<file path="src/rtl/stream_in_pkg.sv">
// Shared widths, lane-state encoding and default depth for the stream-IN packer.
package stream_in_pkg;

  localparam int WORD_W        = 32;
  localparam int BYTE_W        = 8;
  localparam int LANES         = WORD_W / BYTE_W;
  localparam int DEFAULT_DEPTH = 16;

  // Byte lane the next accepted byte will be written into.
  typedef enum logic [1:0] {
    LANE0 = 2'd0,
    LANE1 = 2'd1,
    LANE2 = 2'd2,
    LANE3 = 2'd3
  } lane_e;

endpackage

</file>
<file path="src/rtl/stream_in_sync_fifo.sv">
// First-word-fall-through FIFO of packed words plus frame-last flag.
// Head entry is read combinationally so a word written at edge t is
// visible on rd_data in cycle t+1.
module stream_in_sync_fifo
  import stream_in_pkg::*;
#(
  parameter int DEPTH = DEFAULT_DEPTH,
  parameter int LW    = $clog2(DEPTH) + 1,
  parameter int EW    = WORD_W + 1
) (
  input  logic          clk_100,
  input  logic          reset,
  input  logic          flush,
  input  logic          wr_en,
  input  logic [EW-1:0] wr_data,
  input  logic          rd_en,
  output logic [EW-1:0] rd_data,
  output logic          avail,
  output logic          full,
  output logic [LW-1:0] level,
  output logic          underrun_err
);

  localparam int AW = $clog2(DEPTH);

  logic [EW-1:0] mem [DEPTH];
  logic [AW:0]   wr_ptr_reg;
  logic [AW:0]   rd_ptr_reg;
  logic [LW-1:0] level_reg;
  logic          underrun_reg;
  logic          empty;
  logic          do_wr;
  logic          do_rd;

  // Pointers carry one extra wrap bit; equal pointers mean empty, equal
  // index with differing wrap bit means full.
  assign empty = (wr_ptr_reg == rd_ptr_reg);
  assign full  = (wr_ptr_reg[AW] != rd_ptr_reg[AW]) &&
                 (wr_ptr_reg[AW-1:0] == rd_ptr_reg[AW-1:0]);
  assign do_wr = wr_en && !full;
  assign do_rd = rd_en && !empty;

  assign avail        = !empty;
  assign level        = level_reg;
  assign underrun_err = underrun_reg;
  // Head is forced to zero while empty so stale storage never leaks out.
  assign rd_data      = empty ? '0 : mem[rd_ptr_reg[AW-1:0]];

  // Pointer and level bookkeeping; flush behaves like reset for these.
  always_ff @(posedge clk_100) begin
    if (reset || flush) begin
      wr_ptr_reg <= '0;
      rd_ptr_reg <= '0;
      level_reg  <= '0;
    end else begin
      if (do_wr) wr_ptr_reg <= wr_ptr_reg + (AW+1)'(1);
      if (do_rd) rd_ptr_reg <= rd_ptr_reg + (AW+1)'(1);
      if (do_wr && !do_rd)      level_reg <= level_reg + LW'(1);
      else if (!do_wr && do_rd) level_reg <= level_reg - LW'(1);
    end
  end

  // Sticky underrun flag; only reset clears it, flush leaves it alone.
  always_ff @(posedge clk_100) begin
    if (reset) underrun_reg <= 1'b0;
    else if (rd_en && empty) underrun_reg <= 1'b1;
  end

  // Storage write; contents need no reset since the head is masked when empty.
  always_ff @(posedge clk_100) begin
    if (do_wr) mem[wr_ptr_reg[AW-1:0]] <= wr_data;
  end

endmodule

</file>
<file path="src/rtl/stream_in_word_packer.sv">
// Packs an 8-bit pixel stream into little-endian 32-bit words with a
// frame-last flag and buffers them for the stream-IN writer.
module stream_in_word_packer
  import stream_in_pkg::*;
#(
  parameter int DEPTH = DEFAULT_DEPTH,
  parameter int LW    = $clog2(DEPTH) + 1
) (
  input  logic              clk_100,
  input  logic              reset,
  input  logic              stream_in_mode_selected,
  input  logic [BYTE_W-1:0] src_data,
  input  logic              src_valid,
  input  logic              src_last,
  output logic              src_ready,
  input  logic              word_take,
  output logic [WORD_W-1:0] data_for_output,
  output logic              word_last,
  output logic              word_avail,
  output logic [LW-1:0]     level,
  output logic              underrun_err
);

  lane_e             lane_reg;
  lane_e             lane_next;
  logic [WORD_W-1:0] staging_reg;
  logic [WORD_W-1:0] staging_next;
  logic [WORD_W-1:0] merged_word;
  logic              fifo_full;
  logic              accept;
  logic              word_done;
  logic              push;
  logic [WORD_W:0]   push_data;
  logic [WORD_W:0]   head_data;

  assign src_ready = stream_in_mode_selected && !fifo_full;
  assign accept    = src_valid && src_ready;
  assign word_done = accept && ((lane_reg == LANE3) || src_last);

  // Staging with the incoming byte dropped into the current lane; lanes not
  // yet filled stay zero because staging is cleared after every word.
  genvar gi;
  generate
    for (gi = 0; gi < LANES; gi++) begin : g_lane
      assign merged_word[BYTE_W*gi +: BYTE_W] =
        (accept && (lane_reg == lane_e'(2'(gi)))) ? src_data
                                                  : staging_reg[BYTE_W*gi +: BYTE_W];
    end
  endgenerate

  // Lane state register.
  always_ff @(posedge clk_100) begin
    if (reset) lane_reg <= LANE0;
    else       lane_reg <= lane_next;
  end

  // Next lane: advance per accepted byte, return to LANE0 on word close or disable.
  always_comb begin
    lane_next = lane_reg;
    if (!stream_in_mode_selected)
      lane_next = LANE0;
    else if (word_done)
      lane_next = LANE0;
    else if (accept)
      lane_next = lane_e'(lane_reg + 2'd1);
  end

  // Outputs of the lane FSM: staging update and FIFO push of completed words.
  always_comb begin
    staging_next = staging_reg;
    push         = 1'b0;
    push_data    = {src_last, merged_word};
    if (!stream_in_mode_selected) begin
      staging_next = '0;
    end else if (word_done) begin
      staging_next = '0;
      push         = 1'b1;
    end else if (accept) begin
      staging_next = merged_word;
    end
  end

  // Staging register holding the partially assembled word.
  always_ff @(posedge clk_100) begin
    if (reset) staging_reg <= '0;
    else       staging_reg <= staging_next;
  end

  stream_in_sync_fifo #(
    .DEPTH (DEPTH),
    .LW    (LW),
    .EW    (WORD_W + 1)
  ) u_fifo (
    .clk_100      (clk_100),
    .reset        (reset),
    .flush        (!stream_in_mode_selected),
    .wr_en        (push),
    .wr_data      (push_data),
    .rd_en        (word_take),
    .rd_data      (head_data),
    .avail        (word_avail),
    .full         (fifo_full),
    .level        (level),
    .underrun_err (underrun_err)
  );

  assign data_for_output = head_data[WORD_W-1:0];
  assign word_last       = head_data[WORD_W];

endmodule

</file>
<file path="config.mk">
export PLATFORM = sky130hd
export DESIGN_NAME = stream_in_word_packer
export DESIGN_NICKNAME = d
export VERILOG_FILES = /design/src/rtl/stream_in_pkg.sv /design/src/rtl/stream_in_sync_fifo.sv /design/src/rtl/stream_in_word_packer.sv
export SDC_FILE = /design/constraint.sdc
export NUM_CORES = 1
export LEC_CHECK = 0
export CAP_MARGIN = 20
export CORE_UTILIZATION = 35
export CTS_CLUSTER_SIZE = 8
export DETAILED_ROUTE_END_ITERATION = 8
export PLACE_DENSITY = 0.55
export SKIP_CTS_REPAIR_TIMING = 1
export SYNTH_ARGS = -nofsm -noshare
export SYNTH_HDL_FRONTEND = slang
export SYNTH_SLANG_ARGS = --single-unit
</file>
<file path="constraint.sdc">
create_clock -name clk_100 -period 5.73 [get_ports clk_100]
set_input_delay 0.573 -clock clk_100 [delete_from_list [all_inputs] [get_ports clk_100]]
set_output_delay 0.573 -clock clk_100 [all_outputs]
set_load 0.02 [all_outputs]
</file>
==> After elaboration in Yosys (flattened, before gate mapping) <==
Memory sizes are Yosys's and may differ from the RTL's. A register that Yosys moved wholly into a read port is not among the register bits.
Index checks and enable logic that the tools add are counted.
{ "classes": {"n_mux": 13, "add_sub_neg": 5, "n_shift": 0, "multipliers": 0, "bitwise": 1, "n_eq_ne": 6, "n_lt_le_gt_ge": 0, "n_reduce_logical": 23, "div": 0} }
{ "op_table": {"columns": ["op", "count"], "rows": [
  ["two-way mux 33 bit", 1],
  ["two-way mux 8 bit", 4],
  ["adder 5 x 1 -> 5 bit, second input constant", 3],
  ["logical AND 1 bit", 13],
  ["two-way mux 5 bit", 2],
  ["two-way mux 4 bit", 2],
  ["== test 5 bit", 1],
  ["zero test 1 bit", 5],
  ["subtractor 5 x 1 -> 5 bit, second input constant", 1],
  ["== test 2 bit, second input constant", 2],
  ["== test 4 bit", 1],
  ["two-way mux 1 bit", 4],
  ["OR reduction 3 bit", 1],
  ["adder 2 x 1 -> 2 bit, second input constant", 1],
  ["== test 2 x 1 -> 1 bit, second input constant", 1],
  ["zero test 2 bit", 1],
  ["logical OR 1 bit", 2],
  ["nonzero test 2 bit", 1],
  ["!= test 1 bit", 1],
  ["NOT 1 bit", 1]
]} }
{ "totals": {"input_bits": 14, "memories": 1, "ff_bits": 50, "ramBits": 528, "elab_cells": 55, "latch_bits": 0, "romBits": 0, "output_inout_bits": 41} }
{ "mem_list": {"columns": ["name", "words", "width", "read_ports", "rd_ports_with_merged_regs", "wr", "line", "source"], "rows": [
  ["u_fifo.mem", 16, 33, 1, 1, 1, "stream_in_sync_fifo.sv:26", "logic [EW-1:0] mem [DEPTH];"]
]} }

==> Longest topological paths before layout <==
{ "logic_depth": {"ltp_word": 13, "depth_mapped": 13, "depth_no_buf": 11} }

==> Modules after synthesis <==
From an unflattened synthesis, not the netlist that was laid out.
{ "unflattened": {"cells_unflattened": 1080, "area_unflattened_um2": 22480.3} }
{ "by_module_without_submodules": {"columns": ["module", "seq_area_each_um2", "area_per_inst_um2", "instances", "cells_per_inst"], "rows": [
  ["stream_in_sync_fifo", 16255.6, 20962.6, 1, 955],
  ["stream_in_word_packer", 680.7, 1517.7, 1, 125]
]} }

==> Worst setup path after synthesis <==
OpenSTA, ideal clock, no wires.
{ "synth_path": {"path_kind": "register -> register", "start": "register u_fifo.wr_ptr_reg[3]", "end": "memory u_fifo.mem[0][0] (netlist name) (enable)", "path_stages_with_launch": 8, "t_required_ps": 5266, "setup_slack_ps": 1744, "path_buffers": 2, "arrival_ps": 3521, "period_less_slack_ps": 3986, "setup_ps": 464, "path_cell_list": "dfxtp_1 buf_4 xnor2_1 and4_4 buf_12 a21oi_4 nand2_1 nor3_1"} }
{ "synth_between": {"elab_chain_cells": 11} }
{ "synth_rtl": {"columns": ["item", "line", "source"], "rows": [
  ["start: declaration", "stream_in_sync_fifo.sv:27", "logic [AW:0] wr_ptr_reg;"],
  ["start signal: assignment", "stream_in_sync_fifo.sv:56", "if (do_wr) wr_ptr_reg <= wr_ptr_reg + (AW+1)'(1);"],
  ["== test 4 bit *", "stream_in_sync_fifo.sv:39", "(wr_ptr_reg[AW-1:0] == rd_ptr_reg[AW-1:0]);"],
  ["logical AND 1 bit *", "stream_in_sync_fifo.sv:38", "assign full = (wr_ptr_reg[AW] != rd_ptr_reg[AW]) &&"],
  ["zero test 1 bit *", "stream_in_sync_fifo.sv:40, stream_in_word_packer.sv:36", null],
  ["logical AND 1 bit", "stream_in_word_packer.sv:36", "assign src_ready = stream_in_mode_selected && !fifo_full;"],
  ["logical AND 1 bit", "stream_in_word_packer.sv:37", "assign accept = src_valid && src_ready;"],
  ["logical AND 1 bit", "stream_in_word_packer.sv:38", "assign word_done = accept && ((lane_reg == LANE3) || src_last);"],
  ["two-way mux 1 bit", "stream_in_word_packer.sv:75", "end else if (word_done) begin"],
  ["two-way mux 1 bit", "stream_in_word_packer.sv:73", "if (!stream_in_mode_selected) begin"],
  ["logical AND 1 bit *", "stream_in_sync_fifo.sv:40", "assign do_wr = wr_en && !full;"],
  ["named net u_fifo.do_wr", "stream_in_sync_fifo.sv:32", "logic do_wr;"],
  ["two-way mux 1 bit *", "stream_in_sync_fifo.sv:71", "if (do_wr) mem[wr_ptr_reg[AW-1:0]] <= wr_data;"],
  ["two-way mux 1 bit (not written as such) *", "stream_in_sync_fifo.sv:71", null],
  ["end: declaration", "stream_in_sync_fifo.sv:26", null]
]} }
Mark *: on every way through the listed nets, which the timed path passes. The rest lies on a longest branch.

==> flow_metrics.tcl <==
set metrics [dict create \
    outcome "finished, final reports clean" \
    vias 10800 \
    multiInputGateArea_um2 5150 \
    finalSetupTns_ns 0 \
    yosysWarningCount 0 \
    crit_fanout 39 \
    rows 92 \
    placed_cell_area_um2 24000 \
    clk_pin_slew_ns 0.05 \
    fillCellCount 5503 \
    clock-sinks 582 \
    wl_per_cell_um 24.7 \
    ff2ff_path_depth 11 \
    required_ns 5.16 \
    ys_types 43 \
    syn_avg_cell_area_um2 20.8 \
    nets 1211 \
    grt_usage 0.165 \
    layout-drive-gt1-share 0.258 \
    path_class "flop to output port" \
    synth_top_area_share 0.711 \
    die_h_um 254 \
    arrival_ns 3.98 \
    synthCells 1073 \
    port_buffers 54 \
    drc 0 \
    relSlewSlack 0.256 \
    core-area_um2 63000 \
    preCtsSetupSlack_ns 1.79 \
    wl_um 51400 \
    drt_first_pass_iters 5 \
    hold_class "flop to flop" \
    rsz0062_at_grt "false" \
    dp.cells 1943 \
    dp_hpwl_um 28300 \
    ioPinCount 55 \
    dr_wl_met3_um 2490 \
    grt_overflow 0 \
    start_util 0.354 \
    antenna_cells 0 \
    fin_skew_ns 0.0171 \
    slew_violations 0 \
    final_cells 2079 \
    ant_nets 0 \
    grt_pass1_vias 11400 \
    p_leak_uw 0.00835 \
    period_needed_ns 4.55 \
    wl_met2_um 24500 \
    maxCapViolCount 0 \
    cts_made_buffers 83 \
    htreeDepth 3 \
    fmaxAchievable_mhz 220 \
    cts_root_buffer "clkbuf_16" \
    avgViaCountPerCell 5.18 \
    synth_edf_count 528 \
    fp.dieW_um 254 \
    synth-seq-area-share 0.760 \
    hold-worst-slack_ns 0.475 \
    hold_viol 0 \
    cts_tree "built" \
    antenna_found_initial 1 \
    met1_length_um 23400 \
    seqCellArea_um2 16900 \
    dr.max_layer_used "met4" \
    crit_path_end_kind "output port" \
    ys_ff_latch 582 \
    worst_pin_slew_ns 1.12 \
    yosys.area.top_type "edfxtp_1" \
    synthesis.area_um2 22300 \
    drt_iter0_drc 823 \
    clk_latency_ns 0.61 \
    synth_async_sr_flop_share 0 \
    ir_drop_mv 0.236 \
    area_delta_synth_final_pct 18.0 \
    timing.final.ws_setup_ns 1.18 \
    worst_setup_path_start_kind "flop" \
    p_per_area_nw_per_um2 350 \
    grt_max_degree 66 \
    syn_nets 1102 \
    yosys-top-cells-area "edfxtp_1 71%, mux4_2 13%, dfxtp_1 4.8%" \
    grt_pass1_wl_um 76100 \
    stdcell_area_um2 26300 \
    dieArea_um2 64700 \
    fin_crit_sh 0.794 \
    finalSetupViolations 0 \
    largest_register_ffs 528 \
    gp_congestion 0.710 \
    clockBufferDepth 3 \
    synth_ff_type "edfxtp_1" \
    hold_path_depth 2 \
]
-- cell type report --
class,instances,share of cell area
flip-flops and latches,582,0.644
clock inverters,6,0.00271
multi-input cells,422,0.196
inverters,10,0.00143
well taps,846,0.0402
repair buffers,83,0.0288
clock buffers,130,0.0872
-- path summary, 6_finish.rpt --
check                                                  startpoint                          endpoint  slack (ns)
worst max-delay path                                         flop                data_for_output[3]        1.18
worst min-delay path             u_fifo.underrun_err$_SDFFE_PP0P_  u_fifo.underrun_err$_SDFFE_PP0P_        0.48
worst max register to register  u_fifo.wr_ptr_reg[3]$_SDFFE_PP0P_      u_fifo.level[4]$_SDFFE_PP0P_        2.54
worst min register to register   u_fifo.underrun_err$_SDFFE_PP0P_  u_fifo.underrun_err$_SDFFE_PP0P_        0.48
-- layout by cell type, fill, tap and decap left out, types with 2 or more instances in the layout --
master / Yosys / layout
a21oi_1: 6 / 6
a21oi_4: 5 / 5
buf_4: 7 / 29
clkbuf_1: 26 / 45
clkbuf_16: 0 / 85
clkdlybuf4s50_1: 0 / 54
dfxtp_1: 54 / 51
dfxtp_4: 0 / 3
edfxtp_1: 528 / 528
ha_1: 14 / 14
inv_1: 10 / 10
inv_16: 0 / 2
inv_6: 0 / 2
mux2_2: 31 / 31
mux2i_1: 5 / 5
mux4_2: 132 / 132
nand2_1: 8 / 7
nand2b_1: 4 / 2
nand2b_2: 0 / 2
nand3_1: 7 / 7
nand4_1: 2 / 2
nor2_1: 33 / 20
nor2_4: 0 / 13
nor2b_1: 33 / 33
nor3_1: 38 / 34
nor3_2: 0 / 4
o211ai_1: 4 / 4
o21ai_1: 2 / 2
o22ai_1: 66 / 66
or2_2: 2 / 2
xnor2_1: 8 / 8
xor2_1: 7 / 7
-- report_power, final --
part | switching, uW | total [uW] | leakage [uW] | internal (uW)
sequential | 5.51 | 4610 | 0.00546 | 4600
clock | 1740 | 4460 | 0.00114 | 2730
combinational | 90.0 | 143 | 0.00176 | 53.5
-- synthesized netlist by cell type (2+ instances only) --
cell type / n
a21oi_1: 6
a21oi_4: 5
buf_1: 8
buf_2: 15
buf_4: 7
buf_6: 2
clkbuf_1: 26
dfxtp_1: 54
edfxtp_1: 528
ha_1: 14
inv_1: 10
mux2_2: 31
mux2i_1: 5
mux4_2: 132
nand2_1: 8
nand2b_1: 4
nand3_1: 7
nand4_1: 2
nor2_1: 33
nor2b_1: 33
nor3_1: 38
o211ai_1: 4
o21ai_1: 2
o22ai_1: 66
or2_2: 2
xnor2_1: 8
xor2_1: 7
-- critical path: stages, from the launching register on --
cell,delay (ns)
dfxtp_4,0.76
buf_4,0.76
mux4_2,0.36
o22ai_1,0.07
nor3_1,0.62
clkdlybuf4s50_1,0.74
-- metrics by stage --
step           utilization  power (uW)
2_1_floorplan            -        4770
3_3_place_gp         0.380        4830
3_5_place_dp         0.380        4830
4_1_cts              0.418        9310
5_1_grt              0.418        9480
6_report             0.418        9210
-- cells by family (layout without fill, tap and decap cells) --
| group | after synthesis | in the layout | synth area share |
|---|---|---|---|
| xor+xnor | 16 | 16 | 0.00662 |
| buf+inv | 69 | 229 | 0.0150 |
| fa+ha+maj | 15 | 15 | 0.00875 |
| mux | 169 | 169 | 0.152 |
| compound gates | 90 | 90 | 0.0277 |
| flops | 582 | 582 | 0.760 |
| simple gates | 132 | 132 | 0.0305 |
-- metal layers --
metal | track usage | vias to the layer above
li1 | - | 4653
met1 | 0.233 | 5757
met2 | 0.258 | 284
met3 | 0.0294 | 72
met4 | 0.0549 | 0
met5 | 0 | -
Power figures use the tool's default switching activity.
